File: src/rtl/sid_pkg.sv
// Shared SID types: chip model, register/sample widths and the per-voice snapshot
// handed from sid_core to the voice stage.
package sid;

    typedef enum logic {
        MOS6581 = 1'b0,
        MOS8580 = 1'b1
    } model_e;

    typedef logic [7:0]         reg8_t;
    typedef logic signed [21:0] s22_t;

    // wave_sel bit order is {noise, pulse, saw, tri}
    typedef struct packed {
        logic [23:0] acc;
        logic [11:0] noise;
        logic [11:0] pw;
        logic [3:0]  wave_sel;
        logic        test;
        logic        ring_mod;
        logic        ring_msb;
        logic [7:0]  env;
    } voice_i_t;

endpackage

File: src/rtl/sid_waveform.sv
// Combinational SID waveform generator: builds tri/saw/pulse/noise from the
// upper accumulator bits and ANDs together whichever are selected.
module sid_waveform (
    input  logic [11:0] acc_hi,
    input  logic [11:0] noise,
    input  logic [11:0] pw,
    input  logic [3:0]  wave_sel,
    input  logic        test,
    input  logic        ring_mod,
    input  logic        ring_msb,
    output logic [11:0] wave
);

    logic        msb;
    logic [11:0] tri_w;
    logic [11:0] saw_w;
    logic [11:0] pulse_w;

    always_comb begin
        msb     = acc_hi[11] ^ (ring_mod & ring_msb);
        tri_w   = msb ? {~acc_hi[10:0], 1'b0} : {acc_hi[10:0], 1'b0};
        saw_w   = acc_hi;
        pulse_w = (test || (acc_hi >= pw)) ? '1 : '0;

        // Combined waveforms are the AND of every selected source
        wave = '1;
        if (wave_sel[0]) wave = wave & tri_w;
        if (wave_sel[1]) wave = wave & saw_w;
        if (wave_sel[2]) wave = wave & pulse_w;
        if (wave_sel[3]) wave = wave & noise;
        if (wave_sel == 4'b0000) wave = '0;
    end

endmodule

File: src/rtl/sid_voice_unit.sv
// Time-multiplexed SID voice stage: waveform, DC-zero removal and envelope
// scaling, registered once to give voice_o and the OSC3 readback with 1-cycle latency.
module sid_voice_unit
    import sid::*;
#(
    parameter logic [11:0] ZERO_6581 = 12'h380,
    parameter logic [11:0] ZERO_8580 = 12'h800
) (
    input  logic     clk,
    input  logic     rst_n,
    input  model_e   model,
    input  voice_i_t voice_i,
    output s22_t     voice_o,
    output reg8_t    osc_o
);

    logic [11:0]        wave;
    logic [11:0]        zero;
    logic signed [12:0] diff;
    s22_t               diff_x;
    s22_t               env_x;
    s22_t               sample;
    logic               unused_acc_lo;

    assign unused_acc_lo = ^voice_i.acc[11:0];

    sid_waveform u_waveform (
        .acc_hi   (voice_i.acc[23:12]),
        .noise    (voice_i.noise),
        .pw       (voice_i.pw),
        .wave_sel (voice_i.wave_sel),
        .test     (voice_i.test),
        .ring_mod (voice_i.ring_mod),
        .ring_msb (voice_i.ring_msb),
        .wave     (wave)
    );

    // Worst-case magnitudes stay inside 22 bits, so the product needs no saturation
    always_comb begin
        zero   = (model == MOS6581) ? ZERO_6581 : ZERO_8580;
        diff   = $signed({1'b0, wave}) - $signed({1'b0, zero});
        diff_x = {{9{diff[12]}}, diff};
        env_x  = {14'b0, voice_i.env};
        sample = diff_x * env_x;
    end

    always_ff @(posedge clk or negedge rst_n) begin
        if (!rst_n) begin
            voice_o <= '0;
            osc_o   <= '0;
        end else begin
            voice_o <= sample;
            osc_o   <= wave[11:4];
        end
    end

endmodule

File: config.mk
export PLATFORM = sky130hd
export DESIGN_NAME = sid_voice_unit
export DESIGN_NICKNAME = d
export VERILOG_FILES = /design/src/rtl/sid_pkg.sv /design/src/rtl/sid_waveform.sv /design/src/rtl/sid_voice_unit.sv
export SDC_FILE = /design/constraint.sdc
export NUM_CORES = 1
export LEC_CHECK = 0
export BUFFER_PORTS_ARGS = -buffer_cell sky130_fd_sc_hd__clkbuf_2
export CAP_MARGIN = 5
export CORE_MARGIN = 1.5
export CORE_UTILIZATION = 63
export DETAILED_ROUTE_END_ITERATION = 16
export PLACE_DENSITY = 0.86
export REMOVE_ABC_BUFFERS = 1
export SKIP_LAST_GASP = 1
export SYNTH_ARGS = -nofsm -noshare
export SYNTH_HDL_FRONTEND = slang
export SYNTH_SLANG_ARGS = --single-unit
File: constraint.sdc
create_clock -name clk -period 0.8 [get_ports clk]
set_input_delay 0.12 -clock clk [delete_from_list [all_inputs] [get_ports clk]]
set_output_delay 0.12 -clock clk [all_outputs]
set_load 0.01 [all_outputs]
==> results.tsv, run 1 <==
metric	value	unit
numCtsBuffers	5	
grt_usage	74.9	%
yosysSeqAreaShare	13.4	%
std_cell_rows	34	
synthArstFlopShare	100	%
synth_xor_area_share	5.31	%
pin_count	96	
synthMuxAreaShare	0	%
synth.area.top_cells	fa_1 (30%), ha_1 (14%), dfrtp_1 (13%)	
cts_sinks	30	
avgSynthCellArea	9.22	µm²
synth_top_family_by_area	adder cells	
synth_adder_area_share	43.6	%
synthSimpleGateAreaFrac	12.0	%
tool.error	[ERROR GRT-0232] Routing congestion too high. Check the congestion heatmap in the GUI.	
lastStage	5_1_grt	
synth_top_cell_by_area	fa_1	
cts_max_path_buffers	2	
yosys_most_used_dff	dfrtp_1	
gp_congestion	0.920	
grt_max_degree	31	
clockRootBuffer	clkbuf_8	
portBuffers	83	
die_x	97.4	µm
synth_compound_area_share	14.4	%
outcome	did not finish	
htreeDepth	2	
synth-seq-cells	30	
yosys_warnings	0	
synth_top_cell_area_share	30.0	%
synthesis.area	5610	µm²
die_y	97.4	µm
hpwl	12.7	mm
synth_edf_count	0	
grt_overflow_total	51	
worst-ep-kind	register input	
grt-worst-endpoint	voice_o[19]$_DFF_PN0_/D	
synth_cell_type_count	52	
synthCells	609	
start_util	64.7	%
## Yosys cell counts, types with 2 or more instances
| library cell | instances |
|---|---|
| xnor2_1 | 15 |
| o21a_1 | 4 |
| nand2b_1 | 8 |
| nand4_1 | 4 |
| fa_1 | 84 |
| a31oi_1 | 5 |
| xor2_1 | 19 |
| o22ai_1 | 11 |
| o21ai_0 | 8 |
| dfrtp_1 | 30 |
| o211a_1 | 2 |
| buf_4 | 2 |
| a21o_1 | 10 |
| ha_1 | 61 |
| a211oi_2 | 6 |
| o211ai_1 | 13 |
| or2_2 | 2 |
| nand2_1 | 36 |
| a31o_2 | 6 |
| a21oi_1 | 15 |
| a211o_1 | 3 |
| inv_1 | 148 |
| clkbuf_1 | 11 |
| o21ai_1 | 6 |
| buf_1 | 2 |
| nor2_1 | 20 |
| a211oi_1 | 5 |
| nor3_1 | 2 |
| and2_1 | 46 |
| nand3_1 | 3 |
## per-stage QoR
stage | utilization, % | std cells | area [µm²] | setup WS, ns
after detailed placement | 81.0 | 908 | 7030 | -5.79
after CTS | 90.0 | 948 | 7810 | -5.12
after global placement | 81.0 | 908 | 7030 | -5.53
after floorplan | - | 593 | 5540 | -5.87
## per-layer routing
metal | overflow | global-route usage, %
met5 | 0 | 7.69
met4 | 25 | 81.0
met3 | 0 | 54.6
met2 | 26 | 95.1
met1 | 0 | 73.5
## logic make-up after synthesis
| family | count (synthesis) |
|---|---|
| xor gates and xnor gates | 34 |
| and+or+nand+nor | 128 |
| adders and majority gates | 145 |
| AOI/OAI and AO/OA | 107 |
| DFF | 30 |
| buffers and inverters | 165 |
## timing repair
item,in CTS
pin swaps,74
endpoints found under the hold margin,30
setup buffers,32
setup endpoints to repair,60
hold buffers,1
resized for setup,92
==> inputs of run 2 (changes only) <==
Settings changed: CORE_UTILIZATION 63 to 40, PLACE_DENSITY 0.86 to not set, PLACE_DENSITY_LB_ADDON set to 0.15.
==> run 2 against run 1 <==
Net effect:
- synthesized area stayed put
- the flow now finishes, with violations (negative setup slack)
- synthesized cell count did not move
==> results.tsv, run 2 <==
metric	value	unit
cp-end-kind	flop	
yosysSeqAreaShare	13.4	%
synthCells	609	
worstHoldStart	voice_i[36]	
fin_crit	5.80	ns
synth_cell_type_count	52	
start_util	40.8	%
cts_tree	done	
dr_total_vias	5146	
numCtsBuffers	5	
fin_util	61.8	%
first_iter_violations	211	
tightestPinTransition	0.384	ns
pin_count	96	
grt_usage	22.1	%
maxCapViolCount	0	
rsz0062_at_grt	yes	
cp_max_fo	7	
hold_depth	3	
grt_max_degree	31	
setup_violations	60	
cts_max_path_buffers	2	
synth_most_common_cell	inv_1	
drt-pass1-iter-count	4	
yosys_warnings	0	
slew_violations	0	
critPathMostFrequentCell	buf_6	
gp_congestion	0.870	
synth.area.top_cells	fa_1 (30%), ha_1 (14%), dfrtp_1 (13%)	
critPathMaxStageDelay	0.55	ns
yosys_most_used_dff	dfrtp_1	
drive_above_1_share	44.3	%
largest_reg_flops	22	
die_x	121	µm
crit_type	in2reg	
hold_viol	0	
violations	negative setup slack	
detail-route-antenna-nets	0	
synth_top_cell_area_share	30.0	%
grt_pass1_wl	25.7	mm
fin_nets	1071	
min_to	osc_o[5]$_DFF_PN0_	
synth_top_cell_by_area	fa_1	
htreeDepth	2	
startpoint_type	input port	
clockRootBuffer	clkbuf_16	
min_path_type	in2reg	
synthesis.area	5610	µm²
final_cell_mix	buf_4 (140), inv_1 (127), fa_1 (78), clkbuf_2 (73), and2_1 (44)	
avgRoutedWirePerCell	14.8	µm
reg_top3	voice_o (22), osc_o (8)	
seq_area	751	µm²
synth-seq-cells	30	
portBuffers	83	
avgSynthCellArea	9.22	µm²
slew_headroom	74.3	%
hpwl	11.6	mm
synth_commonest_cells	inv_1 (148), fa_1 (84), ha_1 (61), and2_1 (46), nand2_1 (36)	
fmax	173	MHz
cts_sinks	30	
viasPerCell	4.94	
outcome	complete, but fails checks	
num-fill-cells	1172	
area.growth.synth_to_final	51.6	%
core-area	13800	µm²
post-route-period-util	725	%
die_y	121	µm
multi_input_area	4840	µm²
arrival	5.97	ns
required	0.98	ns
synth_edf_count	0	
std_cell_rows	43	
antenna_found_initial	0	
cpMaxStageDelayCell	fa_1	
grt_overflow_total	0	
drt-total-wl	15.4	mm
path_clk_slew	0.06	ns
layout_setup_ws	-5.00	ns
grt_pass1_vias	5734	
top_register	voice_o	
fp.dieArea	14800	µm²
diodes	0	
synthArstFlopShare	100	%
final_common_cell	buf_4	
drcViolationCount	0	
run 2: cell counts after synthesis:
No cell type changed its count.
run 2: timing repair:
action,CTS,global route
hold endpoints to repair,30,0
pin swaps,96,54
buffers inserted,34,22
hold buffers,1,0
setup endpoints to repair,60,60
resized for setup,96,82
run 2: worst max-delay path by stage:
stage	startpoint	to	slack (ns)	cells after the start
floorplan	voice_i[22]	voice_o[21]$_DFF_PN0_	-5.87	26
global placement	voice_i[17]	voice_o[21]$_DFF_PN0_	-5.45	28
detailed placement	voice_i[22]	voice_o[18]$_DFF_PN0_	-5.60	27
CTS	voice_i[53]	voice_o[20]$_DFF_PN0_	-4.97	25
global route	voice_i[22]	voice_o[20]$_DFF_PN0_	-5.31	28
finish	voice_i[57]	voice_o[16]$_DFF_PN0_	-5.00	29
run 2: critical path, delay by kind of cell:
| family | cells | cell delay [ns] |
|---|---|---|
| AND/OR/NAND/NOR | 3 | 0.76 |
| AO/OA/AOI/OAI | 7 | 1.16 |
| adder cells (fa/ha/maj) | 6 | 2.53 |
| XOR/XNOR | 1 | 0.14 |
| buffers and inverters | 12 | 1.25 |
run 2: cell families after synthesis:
group	after synthesis	share of synthesized area, %
compound gates	107	14.4
xor+xnor	34	5.31
fa+ha+maj	145	43.6
buf+inv	165	11.3
flops	30	13.4
simple gates	128	12.0
run 2: area by class of cell:
cell class	instances	share of cell area, %
Multi-Input combinational cell	414	56.9
Timing Repair Buffer	260	23.2
Sequential cell	30	8.82
Inverter	149	6.72
Tap cell	180	2.65
Clock buffer	7	1.68
Clock inverter	1	0.0588
run 2: metal layers:
metal	part of all wire (%)	GRT usage (%)	up-vias
met4	1.6	6.18	0
met2	54	41.8	78
met5	0	0	-
met1	41	25.8	2616
li1	-	-	2436
met3	3.1	3.10	16
run 2: metrics by stage:
step	hold slack (ns)	instance area, µm²	setup WS [ns]	std cells	TNS (ns)
2_1_floorplan	-0.176	5540	-5.87	593	-99.23
3_3_place_gp	0.0967	7170	-5.45	985	-101.28
3_5_place_dp	0.104	7170	-5.60	985	-104.13
4_1_cts	0.171	8070	-4.97	1027	-94.32
5_1_grt	0.200	8510	-5.31	1041	-102.16
6_report	0.209	8510	-5.00	1041	-95.80
Power of run 2 is left out: the tool's default activity adds up to more than one toggle a clock period on the data nets, which glitch-free logic cannot reach.
==> inputs of run 3 (changes only) <==
Settings changed: SETUP_SLACK_MARGIN set to 0.1.
==> run 3 against run 2 <==
Net effect:
- cell area is 1.7% lower
- first-iteration DRC count rose by 6.6%
- sequential cell count unchanged
- critical path depth shrank 2
- global-route usage is the same
- routed wire length down 3.2%
- fmax rose by 0.54%
- critical path type unchanged
- die area is the same
- sequential share of layout area up 0.16 points
- the run still ends with negative setup slack left
- cell count fell by 0.77%
==> results.tsv, run 3 (same netlist as run 2, synthesis figures left out) <==
metric	value	unit
min_path_type	in2reg	
fmax	173	MHz
grt_pass1_wl	25.7	mm
slew_headroom	74.9	%
hold_viol	0	
htreeDepth	2	
fin_nets	1063	
fin_crit	5.77	ns
tightestPinTransition	0.372	ns
numCtsBuffers	5	
final_cell_mix	buf_4 (141), inv_1 (127), fa_1 (78), clkbuf_2 (75), and2_1 (44)	
cp-end-kind	flop	
place_ws	-5.60	ns
cts_max_path_buffers	2	
whs	0.175	ns
grt_pass1_vias	5734	
crit_type	in2reg	
antenna_found_initial	0	
first_iter_violations	225	
std_cell_rows	43	
core-area	13800	µm²
fp.dieArea	14800	µm²
cp_max_fo	6	
avgRoutedWirePerCell	14.5	µm
fin_tns_setup	-95.18	ns
rsz0062_at_grt	yes	
final_common_cell	buf_4	
pin_count	96	
cts_tree	done	
arrival	5.94	ns
portBuffers	83	
drive_above_1_share	43.5	%
largest_reg_flops	22	
required	0.98	ns
fin_cells	1033	
area.growth.synth_to_final	49.0	%
seq_area	751	µm²
outcome	complete, but fails checks	
start_util	40.8	%
path_clk_slew	0.06	ns
reg_top3	voice_o (22), osc_o (8)	
clockRootBuffer	clkbuf_16	
die_y	121	µm
dp.cells	985	
gp_congestion	0.870	
maxCapViolCount	0	
drt-pass1-iter-count	4	
viasPerCell	4.90	
post-route-period-util	721	%
hold_depth	3	
detail-route-antenna-nets	0	
drt-total-wl	14.9	mm
top_register	voice_o	
drcViolationCount	0	
cts_sinks	30	
diodes	0	
grt_overflow_total	0	
num-fill-cells	1205	
die_x	121	µm
grt_max_degree	31	
slew_violations	0	
startpoint_type	input port	
hpwl	11.6	mm
setup_violations	60	
violations	negative setup slack	
layout_setup_ws	-4.97	ns
dr_total_vias	5065	
multi_input_area	4810	µm²
grt_usage	22.1	%
-- run 3: cell types whose count changed in the layout (fill, tap and decap cells not counted), sizes merged --
| cell | change |
|---|---|
| clkbuf | +2 |
| buf | -10 |
-- run 3: path summary, 6_finish.rpt --
kind / from / endpoint / slack, ns
max in group asynchronous: rst_n / voice_o[15]$_DFF_PN0_ / 0.28
max: voice_i[21] / voice_o[16]$_DFF_PN0_ / -4.97
min: voice_i[36] / osc_o[5]$_DFF_PN0_ / 0.18
min in group asynchronous: rst_n / osc_o[1]$_DFF_PN0_ / 0.33
-- run 3: layer usage --
metal | part of all wire (%) | track usage, % | routed length [µm]
met5 | 0 | 0 | 0
met1 | 42 | 25.8 | 6270
met4 | 1.6 | 6.18 | 234
met2 | 54 | 41.8 | 8060
met3 | 2.5 | 3.10 | 369
-- run 3: layout make-up --
class                   instances  share of cell area, %
clock buffers                   7                   1.71
multi-input cells             414                   57.5
well taps                     180                   2.69
repair buffers                252                   22.3
clock inverters                 1                 0.0599
inverters                     149                   6.75
flip-flops and latches         30                   8.98
-- run 3: through the flow --
stage	area (µm²)	util, %
2_1_floorplan	5540	-
3_3_place_gp	7170	52.1
3_5_place_dp	7170	52.1
4_1_cts	8070	58.6
5_1_grt	8360	60.7
6_report	8360	60.7
-- run 3: what timing repair did --
| item | 4_1_cts | 5_1_grt |
|---|---|---|
| pin swaps | 96 | 53 |
| setup buffers | 34 | 13 |
| endpoints found under the hold margin | 30 | 0 |
| endpoints found under the setup margin | 60 | 60 |
| hold buffers | 1 | 0 |
| gates resized for setup | 96 | 61 |
-- run 3: critical path, cell delays in order --
cell and delay (ns):
buf_6 0.09, inv_2 0.07, ha_4 0.21, and2_4 0.15, a221oi_4 0.26, o21ai_2 0.12
a21oi_4 0.23, a211o_1 0.16, ha_2 0.18, inv_2 0.05, fa_2 0.39, buf_6 0.13
xor2_1 0.14, buf_4 0.18, nand2_2 0.06, fa_1 0.48, fa_1 0.52, fa_1 0.50
inv_1 0.05, fa_1 0.55, ha_4 0.22, o21a_1 0.17, o211ai_1 0.29, a311oi_2 0.09
or2_4 0.26, buf_6 0.11, xor2_1 0.14
Power of run 3 is left out for the same reason.
==> inputs of run 4 (changes only) <==
Settings changed: GPL_ROUTABILITY_DRIVEN set to 0, RECOVER_POWER set to 25.
==> run 4 against run 3 <==
Net effect:
- the run still ends with negative setup slack left
- sequential share of layout area about the same
- sequential cell count unchanged
- setup slack unchanged
- cell count unchanged
- hold slack unchanged
- die area unchanged
- global-route usage unchanged
- cell area decreased by 0.10%
- first-iteration DRC count unchanged
- critical endpoint unchanged
==> results.tsv, run 4 (same netlist as run 2, synthesis figures left out) <==
metric	value	unit
outcome	complete, but fails checks	
cp-end-kind	flop	
htreeDepth	2	
tightestPinTransition	0.372	ns
grt_overflow_total	0	
post-route-period-util	721	%
grt_max_degree	31	
die_y	121	µm
drcViolationCount	0	
min_path_type	in2reg	
area.growth.synth_to_final	48.8	%
critPathMostFrequentCell	fa_1	
diodes	0	
fin_tns_setup	-95.18	ns
reg_top3	voice_o (22), osc_o (8)	
core-area	13800	µm²
fin_nets	1063	
fin_cells	1033	
min_to	osc_o[5]$_DFF_PN0_	
start_util	40.8	%
place_area	7170	µm²
die_x	121	µm
hpwl	11.6	mm
setup_violations	60	
cts_tree	done	
cp_max_fo	6	
maxCapViolCount	0	
std_cell_rows	43	
detail-route-antenna-nets	0	
violations	negative setup slack	
final_cell_mix	buf_4 (141), inv_1 (127), fa_1 (78), clkbuf_2 (75), and2_1 (44)	
fp.dieArea	14800	µm²
final_common_cell	buf_4	
antenna_found_initial	0	
dr_total_vias	5065	
place_ws	-5.60	ns
hold_depth	3	
crit_type	in2reg	
dp.cells	985	
fmax	173	MHz
path_clk_slew	0.06	ns
numCtsBuffers	5	
slew_headroom	74.9	%
portBuffers	83	
critPathMaxStageDelay	0.55	ns
largest_reg_flops	22	
arrival	5.94	ns
required	0.98	ns
layout_setup_ws	-4.97	ns
viasPerCell	4.90	
drt-pass1-iter-count	4	
drive_above_1_share	43.5	%
hold_viol	0	
grt_usage	22.1	%
grt_pass1_vias	5734	
crit_buf_inv	7	
pin_count	96	
rsz0062_at_grt	yes	
top_register	voice_o	
cts_max_path_buffers	2	
first_iter_violations	225	
grt_pass1_wl	25.7	mm
fin_crit	5.77	ns
avgRoutedWirePerCell	14.5	µm
cts_sinks	30	
clockRootBuffer	clkbuf_16	
fin_area	8350	µm²
startpoint_type	input port	
worstHoldStart	voice_i[36]	
slew_violations	0	
cpMaxStageDelayCell	fa_1	
crit_family	adder cells	
drt-total-wl	14.9	mm
[run 4: cell types whose count changed in the layout (fill, tap and decap cells not counted)]
| cell | previous run | this run |
|---|---|---|
| buf_12 | 3 | 2 |
| buf_6 | 27 | 28 |
[run 4: repair_timing]
action	in CTS	in global routing
resized for setup	96	61
endpoints found under the setup margin	60	60
hold endpoints to repair	30	0
buffers inserted	34	13
hold buffers	1	0
pin swaps	96	53
[run 4: worst max path at each step]
stage	startpoint	endpoint	cells after the start
after floorplan	voice_i[22]	voice_o[21]$_DFF_PN0_	26
after global placement	voice_i[17]	voice_o[21]$_DFF_PN0_	28
after detailed placement	voice_i[22]	voice_o[18]$_DFF_PN0_	27
after CTS	voice_i[53]	voice_o[20]$_DFF_PN0_	25
after global routing	voice_i[51]	voice_o[20]$_DFF_PN0_	27
final	voice_i[21]	voice_o[16]$_DFF_PN0_	27
[run 4: routing by layer]
metal | vias to the layer above | global-route usage [%] | wire length, µm
met2 | 64 | 41.8 | 8060
met4 | 0 | 6.18 | 234
met3 | 16 | 3.10 | 369
met1 | 2562 | 25.8 | 6270
li1 | 2423 | - | -
met5 | - | 0 | 0
[run 4: stage by stage]
stage                     util, %  hold WS (ns)
after floorplan                 -        -0.176
after global placement       52.1        0.0967
after detailed placement     52.1         0.104
after CTS                    58.6         0.171
after global routing         60.6         0.173
final                        60.6         0.175
[run 4: area by class of cell]
cell class / count / area, µm²
Clock buffer: 7 / 143
Clock inverter: 1 / 5.00
Fill cell: 1207 / 5420
Inverter: 149 / 564
Multi-Input combinational cell: 414 / 4810
Sequential cell: 30 / 751
Tap cell: 180 / 225
Timing Repair Buffer: 252 / 1850
Power of run 4 is left out for the same reason.
